--- src/rtl/mdbrot_pixel_scheduler.sv ---
// mdbrot_pixel_scheduler
//   Frame-level controller for a Mandelbrot renderer. Walks the XRES x YRES
//   pixel grid in raster order, hands each coordinate to an idle escape-time
//   core, collects finished iteration counts through a round-robin arbiter
//   and serialises them onto a single registered VGA plot port.
//
// Ports
//   clk, rst          clock, synchronous active-low reset
//   start, max_iter   frame request (sampled in IDLE) and iteration limit
//   busy, done        frame in progress / one-cycle completion pulse
//   core_ready        per-core idle indication
//   disp_valid/x/y    one-hot dispatch strobe with pixel coordinate
//   res_valid/iter    per-core finished result, counts packed ITW bits each
//   res_ack           one-hot result consume strobe
//   vga_x/y/colour    registered plot coordinate and colour
//   vga_plot          registered plot strobe
//
// Build option
//   MDBROT_SCHED_STATS_EN adds frame_cycles (clocks from start acceptance to
//   done) and max_iter_hits (pixels whose count equalled max_iter).

module mdbrot_pixel_scheduler #(
  parameter int NCORES = 4,
  parameter int XRES   = 160,
  parameter int YRES   = 120,
  parameter int ITW    = 13
) (
  input  logic                  clk,
  input  logic                  rst,
  input  logic                  start,
  input  logic [ITW-1:0]        max_iter,
  output logic                  busy,
  output logic                  done,
  input  logic [NCORES-1:0]     core_ready,
  output logic [NCORES-1:0]     disp_valid,
  output logic [7:0]            disp_x,
  output logic [6:0]            disp_y,
  input  logic [NCORES-1:0]     res_valid,
  input  logic [NCORES*ITW-1:0] res_iter,
  output logic [NCORES-1:0]     res_ack,
  output logic [7:0]            vga_x,
  output logic [6:0]            vga_y,
  output logic [2:0]            vga_colour,
  output logic                  vga_plot
`ifdef MDBROT_SCHED_STATS_EN
  ,
  output logic [31:0]           frame_cycles,
  output logic [14:0]           max_iter_hits
`endif
);

  localparam int PW = (NCORES > 1) ? $clog2(NCORES) : 1;
  localparam int OW = $clog2(NCORES + 1);

  typedef enum logic [1:0] {S_IDLE, S_RUN, S_DRAIN, S_DONE} state_t;

  state_t            state, state_next;
  logic [7:0]        x_q;
  logic [6:0]        y_q;
  logic [ITW-1:0]    max_iter_q;
  logic [PW-1:0]     rr_ptr;
  logic [OW-1:0]     outstanding;
  logic [NCORES-1:0] pending;
  logic [NCORES-1:0] last_disp;
  logic [NCORES-1:0] last_ack;
  logic [7:0]        tag_x [NCORES];
  logic [6:0]        tag_y [NCORES];

  logic              disp_any;
  logic [PW-1:0]     disp_sel;
  logic              grant_any;
  logic [PW-1:0]     grant_sel;
  logic [NCORES-1:0] eligible;
  logic [ITW-1:0]    sel_iter;
  logic              last_pixel;
  int                scan_int;
  logic [PW-1:0]     scan_idx;

  assign last_pixel = (x_q == 8'(XRES - 1)) && (y_q == 7'(YRES - 1));
  assign sel_iter   = res_iter[grant_sel*ITW +: ITW];

  // A core is a dispatch candidate only if it is ready, was not strobed last
  // cycle (its ready has not had time to fall) and holds no live tag.
  always_comb begin
    disp_any   = 1'b0;
    disp_sel   = '0;
    disp_valid = '0;
    if (state == S_RUN) begin
      for (int i = NCORES - 1; i >= 0; i--) begin
        if (core_ready[i] && !last_disp[i] && !pending[i]) begin
          disp_any = 1'b1;
          disp_sel = PW'(i);
        end
      end
    end
    if (disp_any) disp_valid[disp_sel] = 1'b1;
    disp_x = disp_any ? x_q : 8'd0;
    disp_y = disp_any ? y_q : 7'd0;
  end

  // Round-robin search starting at rr_ptr. Results from cores without a live
  // tag are ignored, and a core acked last cycle is skipped because its
  // res_valid is still visible for that one cycle.
  always_comb begin
    grant_any = 1'b0;
    grant_sel = '0;
    res_ack   = '0;
    scan_int  = 0;
    scan_idx  = '0;
    eligible  = '0;
    if (state == S_RUN || state == S_DRAIN)
      eligible = res_valid & pending & ~last_ack;
    for (int k = 0; k < NCORES; k++) begin
      scan_int = int'(rr_ptr) + k;
      if (scan_int >= NCORES) scan_int = scan_int - NCORES;
      scan_idx = PW'(scan_int);
      if (!grant_any && eligible[scan_idx]) begin
        grant_any = 1'b1;
        grant_sel = scan_idx;
      end
    end
    if (grant_any) res_ack[grant_sel] = 1'b1;
  end

  // Frame sequencing. DRAIN exits once nothing is outstanding, which also
  // means no grant is feeding the plot register, so done lands exactly one
  // cycle after the final plot.
  always_comb begin
    state_next = state;
    case (state)
      S_IDLE:  if (start) state_next = S_RUN;
      S_RUN:   if (disp_any && last_pixel) state_next = S_DRAIN;
      S_DRAIN: if (outstanding == '0 && !grant_any) state_next = S_DONE;
      S_DONE:  state_next = S_IDLE;
      default: state_next = S_IDLE;
    endcase
  end

  assign busy = (state != S_IDLE);
  assign done = (state == S_DONE);

  // Scan counters, tag registers, arbitration bookkeeping and the plot stage.
  always_ff @(posedge clk) begin
    if (!rst) begin
      state       <= S_IDLE;
      x_q         <= '0;
      y_q         <= '0;
      max_iter_q  <= '0;
      rr_ptr      <= '0;
      outstanding <= '0;
      pending     <= '0;
      last_disp   <= '0;
      last_ack    <= '0;
      vga_plot    <= 1'b0;
      vga_x       <= '0;
      vga_y       <= '0;
      vga_colour  <= '0;
      for (int i = 0; i < NCORES; i++) begin
        tag_x[i] <= '0;
        tag_y[i] <= '0;
      end
    end else begin
      state     <= state_next;
      last_disp <= disp_valid;
      last_ack  <= res_ack;
      pending   <= (pending | disp_valid) & ~res_ack;
      outstanding <= outstanding + OW'(disp_any) - OW'(grant_any);

      if (state == S_IDLE && start) begin
        max_iter_q <= max_iter;
        x_q        <= '0;
        y_q        <= '0;
      end

      if (disp_any) begin
        tag_x[disp_sel] <= x_q;
        tag_y[disp_sel] <= y_q;
        if (x_q == 8'(XRES - 1)) begin
          x_q <= '0;
          y_q <= y_q + 7'd1;
        end else begin
          x_q <= x_q + 8'd1;
        end
      end

      if (grant_any)
        rr_ptr <= (grant_sel == PW'(NCORES - 1)) ? '0 : grant_sel + 1'b1;

      vga_plot   <= grant_any;
      vga_x      <= grant_any ? tag_x[grant_sel] : 8'd0;
      vga_y      <= grant_any ? tag_y[grant_sel] : 7'd0;
      vga_colour <= (grant_any && sel_iter != max_iter_q) ? sel_iter[2:0] : 3'd0;
    end
  end

`ifdef MDBROT_SCHED_STATS_EN
  // frame_cycles runs through the DONE cycle so it equals the number of
  // clocks from the accepting edge to the edge that raised done.
  always_ff @(posedge clk) begin
    if (!rst) begin
      frame_cycles  <= '0;
      max_iter_hits <= '0;
    end else if (state == S_IDLE && start) begin
      frame_cycles  <= '0;
      max_iter_hits <= '0;
    end else begin
      if (state != S_IDLE) frame_cycles <= frame_cycles + 32'd1;
      if (grant_any && sel_iter == max_iter_q) max_iter_hits <= max_iter_hits + 15'd1;
    end
  end
`endif

endmodule

--- config.mk ---
export PLATFORM = sky130hd
export DESIGN_NAME = mdbrot_pixel_scheduler
export DESIGN_NICKNAME = d
export VERILOG_FILES = /design/src/rtl/mdbrot_pixel_scheduler.sv
export SDC_FILE = /design/constraint.sdc
export NUM_CORES = 1
export LEC_CHECK = 0
export ABC_CLOCK_PERIOD_IN_PS = 6300
export CAP_MARGIN = 20
export CORE_MARGIN = 5
export CORE_UTILIZATION = 50
export DETAILED_ROUTE_END_ITERATION = 10
export DONT_BUFFER_PORTS = 1
export PLACE_DENSITY = 0.65
export RECOVER_POWER = 50
export SKIP_CTS_REPAIR_TIMING = 1
export SLEW_MARGIN = 20
export SYNTH_ARGS = -nofsm -noshare
export SYNTH_HDL_FRONTEND = slang
export SYNTH_SLANG_ARGS = --single-unit
--- constraint.sdc ---
create_clock -name clk -period 6.3 [get_ports clk]
set_clock_uncertainty 0.2 [all_clocks]
set_input_delay 0.63 -clock clk [delete_from_list [all_inputs] [get_ports clk]]
set_output_delay 0.63 -clock clk [all_outputs]
set_load 0.02 [all_outputs]
==> qor.txt <==
Via count: 4,143
Residual DRC count: 0
Post-layout minimum cycle time: 5.154 ns
Final hold violations: 0
Max Clk Rate: 194.0 MHz
ANT cells: 0
Mux cell area share after synthesis: 9.469%
Tightest Hold Check Type: input pin to register
CORE AREA: 0.01152 mm2
Flop-to-flop setup slack: 1.86 ns
Clk slew on worst S/H paths: 0.05 ns
Global placer's final weighted congestion: 0.8265
Final worst path period share: 81.80%
Yosys top cell area share: 30.37%
Post-synth top cells: nor2_1, nand2_1, dfxtp_1
GRT Total Usage: 19.39%
CP startpoint kind: register
Critical path startpoint: state[0]
Row cnt: 39
Seq pwr share: 42.0%
CTS tree: done
Violated checks: max-capacitance violations, max-slew violations
Num CTS Buffers: 17
Die Ht: 118.9 um
Reg2Reg Depth: 12
Async SR Flop Fraction: 0%
Layout cell share with drive strength beyond 1: 5.415%
P_sw: 0.6777 mW
Die area: 0.01414 mm2
Relative slew slack: -66.79%
Post-Synth Adder-Cell Area: 3.079%
WHS Path Cells: 2
Synth Warn #: 0
GRT Residual Overflow: 0
Reg2reg start: state[0]
Mapped Cells: 587
CTS Buffer Depth: 2
Leakage: 2.455 nW
Post-synth cell types: 48
Final Slew Violations: 16
Post-synth EDFFs: 60
Largest family of logic cells by synthesized area: simple AND/OR/NAND/NOR gates
Setup TNS: 0 ns
Max-cap viol count: 1
IO Pins: 120
Pre-antenna DRT Iters: 5
Power share of the combinational group: 18.2%
Clock Power Share: 39.8%
Critical Path RT: 5.47 ns
# H-tree levels: 4
Final #Nets: 668
Final wirelength: 13,310 um
Area contributors post-synth: edfxtp_1, dfxtp_1, mux2i_1
Kind of critical path: register to output port
Total power: 2.367 mW
Final Setup Violations: 0
RSZ-0062 raised after global routing: false
Port Buffers: 0
Mean Syn Cell Area: 10.11 um2
Vias in the first global route: 4,135
Simple-gate portion of the synthesized area: 18.89%
Hold Path Sink: pending[0]
Root buf cell: clkbuf_16
Latest clock arrival within the worst-skew pair: 0.41 ns
Sw Ratio: 28.63%
Seq cells post-synth: 126
Die width: 118.9 um
Syn Nets: 677
Initial antenna violation count: 0
Status: finished with violations
Vias per cell: 5.644
Largest area contributor in the netlist: edfxtp_1
Int Pwr: 1.689 mW
Maximum VDD drop: 236.3 uV
Power density cells: 361.4 mW/mm2
Initial Util: 51.52%
Compound-Gate Fraction of Synth Area: 9.194%
Sequential area share after synthesis: 52.64%
Hpwl dp: 8981 um
RR Endpoint: vga_colour[0]
Predominant post-synthesis flop cell: dfxtp_1
CP Cell Sequence: inv_1 -> ha_1 -> nand4b_1 -> a211oi_1 -> o22a_1 -> inv_1 -> ha_1 -> and2_1
Iter 0 DRT Violations: 228
Worst EP arrival: 4.32 ns
Worst Tran Pin Value: 2.476 ns
Final cell count without fillers: 734
Worst-path maximum fanout: 29
First-pass GRT wire length: 21,530 um
Hold Startpoint: rst
Slowest stage delay, CP: 1.18 ns
Final core utilization: 56.87%
Detail Route Antenna Nets: 0
Largest net degree at the start of global routing: 39
DP Cell Count: 702
Most frequent cell after synthesis: nor2_1
Clock sinks: 126
CP max stage cell: o22a_1
Syn Std Cell Area: 0.005933 mm2
Area growth, synth to finish: 10.38%
WL per Instance: 18.13 um
XOR/XNOR Fraction of Synth Area: 2.214%
Crit end category: output port
## critical path, delay by kind of cell, from the launching register on
| family | cells | cell delay [ns] |
|---|---|---|
| AO/OA/AOI/OAI | 2 | 1.47 |
| buffers and inverters | 2 | 0.79 |
| adder cells (fa/ha/maj) | 2 | 0.82 |
| flip-flops | 1 | 0.36 |
| AND/OR/NAND/NOR | 2 | 0.46 |
## placed cells by master, fill, tap and decap left out, types with 8 or more instances in the layout
cell,synthesis,final
edfxtp_1,60,60
o21ai_0,15,16
and2_0,13,19
nor2b_1,9,9
nor2_1,70,70
and2_1,26,20
a211oi_1,32,32
nand2_1,69,69
and3_1,10,10
nor3b_1,7,8
xnor2_1,15,15
a21oi_1,23,23
dfxtp_1,66,66
ha_1,13,13
nand3_1,9,9
inv_1,28,29
clkbuf_16,0,18
mux2i_1,55,55
## per-stage QoR
| step | setup slack [ns] | hold WS, ns | instance area [um2] |
|---|---|---|---|
| 2_1_floorplan | 3.048 | 0.2488 | 5933 |
| 3_3_place_gp | 2.476 | 0.2638 | 5982 |
| 3_5_place_dp | 2.297 | 0.2640 | 5982 |
| 4_1_cts | 1.818 | 0.1254 | 6559 |
| 5_1_grt | 0.8653 | 0.1293 | 6549 |
| 6_report | 1.146 | 0.1517 | 6549 |
## flip-flops by register name, summed over array words and instances, names as in the netlist, 4 cells and up
register    count
tag_y          28
vga_y           7
vga_x           8
last_disp       4
last_ack        4
pending         4
tag_x          32
y_q             7
x_q             8
max_iter_q     13
## kinds of logic (layout without fill, tap and decap cells)
logic type | Yosys count | after routing
adders and majority gates | 14 | 14
xor gates and xnor gates | 15 | 15
AOI/OAI and AO/OA | 86 | 86
muxes | 56 | 56
and+or+nand+nor | 230 | 230
buffers and inverters | 60 | 64
DFF | 126 | 126
## worst max-delay path by stage
stage,end,cells past startpoint
floorplan,outstanding[2],13
global placement,res_ack[1],8
detailed placement,res_ack[1],8
CTS,res_ack[1],8
global route,res_ack[1],8
finish,res_ack[1],8
## area by class of cell
class / instances / area (um2)
Sequential cell: 126 / 3123
Clock buffer: 27 / 524.3
Multi-Input combinational cell: 401 / 2537
Inverter: 30 / 117.6
Timing Repair Buffer: 2 / 15.01
Fill cell: 995 / 4967
Tap cell: 143 / 178.9
Clock inverter: 5 / 52.55
## routing by layer
| metal | wire (um) | global-route usage (%) | vias to the layer above | share of wire [%] |
|---|---|---|---|---|
| met5 | 0 | 0 | - | 0 |
| met4 | 216 | 8.907 | 0 | 1.6 |
| met3 | 846 | 6.114 | 16 | 6.4 |
| met2 | 6318 | 30.30 | 149 | 47 |
| met1 | 5929 | 24.69 | 1966 | 45 |
| li1 | - | - | 2012 | - |
## power by group through the flow
stage	logic, mW	clock network (mW)	registers [mW]
after floorplan	0.349	0	0.996
after global placement	0.421	0	1.01
after detailed placement	0.437	0	1.01
after CTS	0.438	0.955	0.995
after global routing	0.487	0.993	1.00
final	0.431	0.942	0.994
No activity file was read; power rests on OpenSTA's default activity.
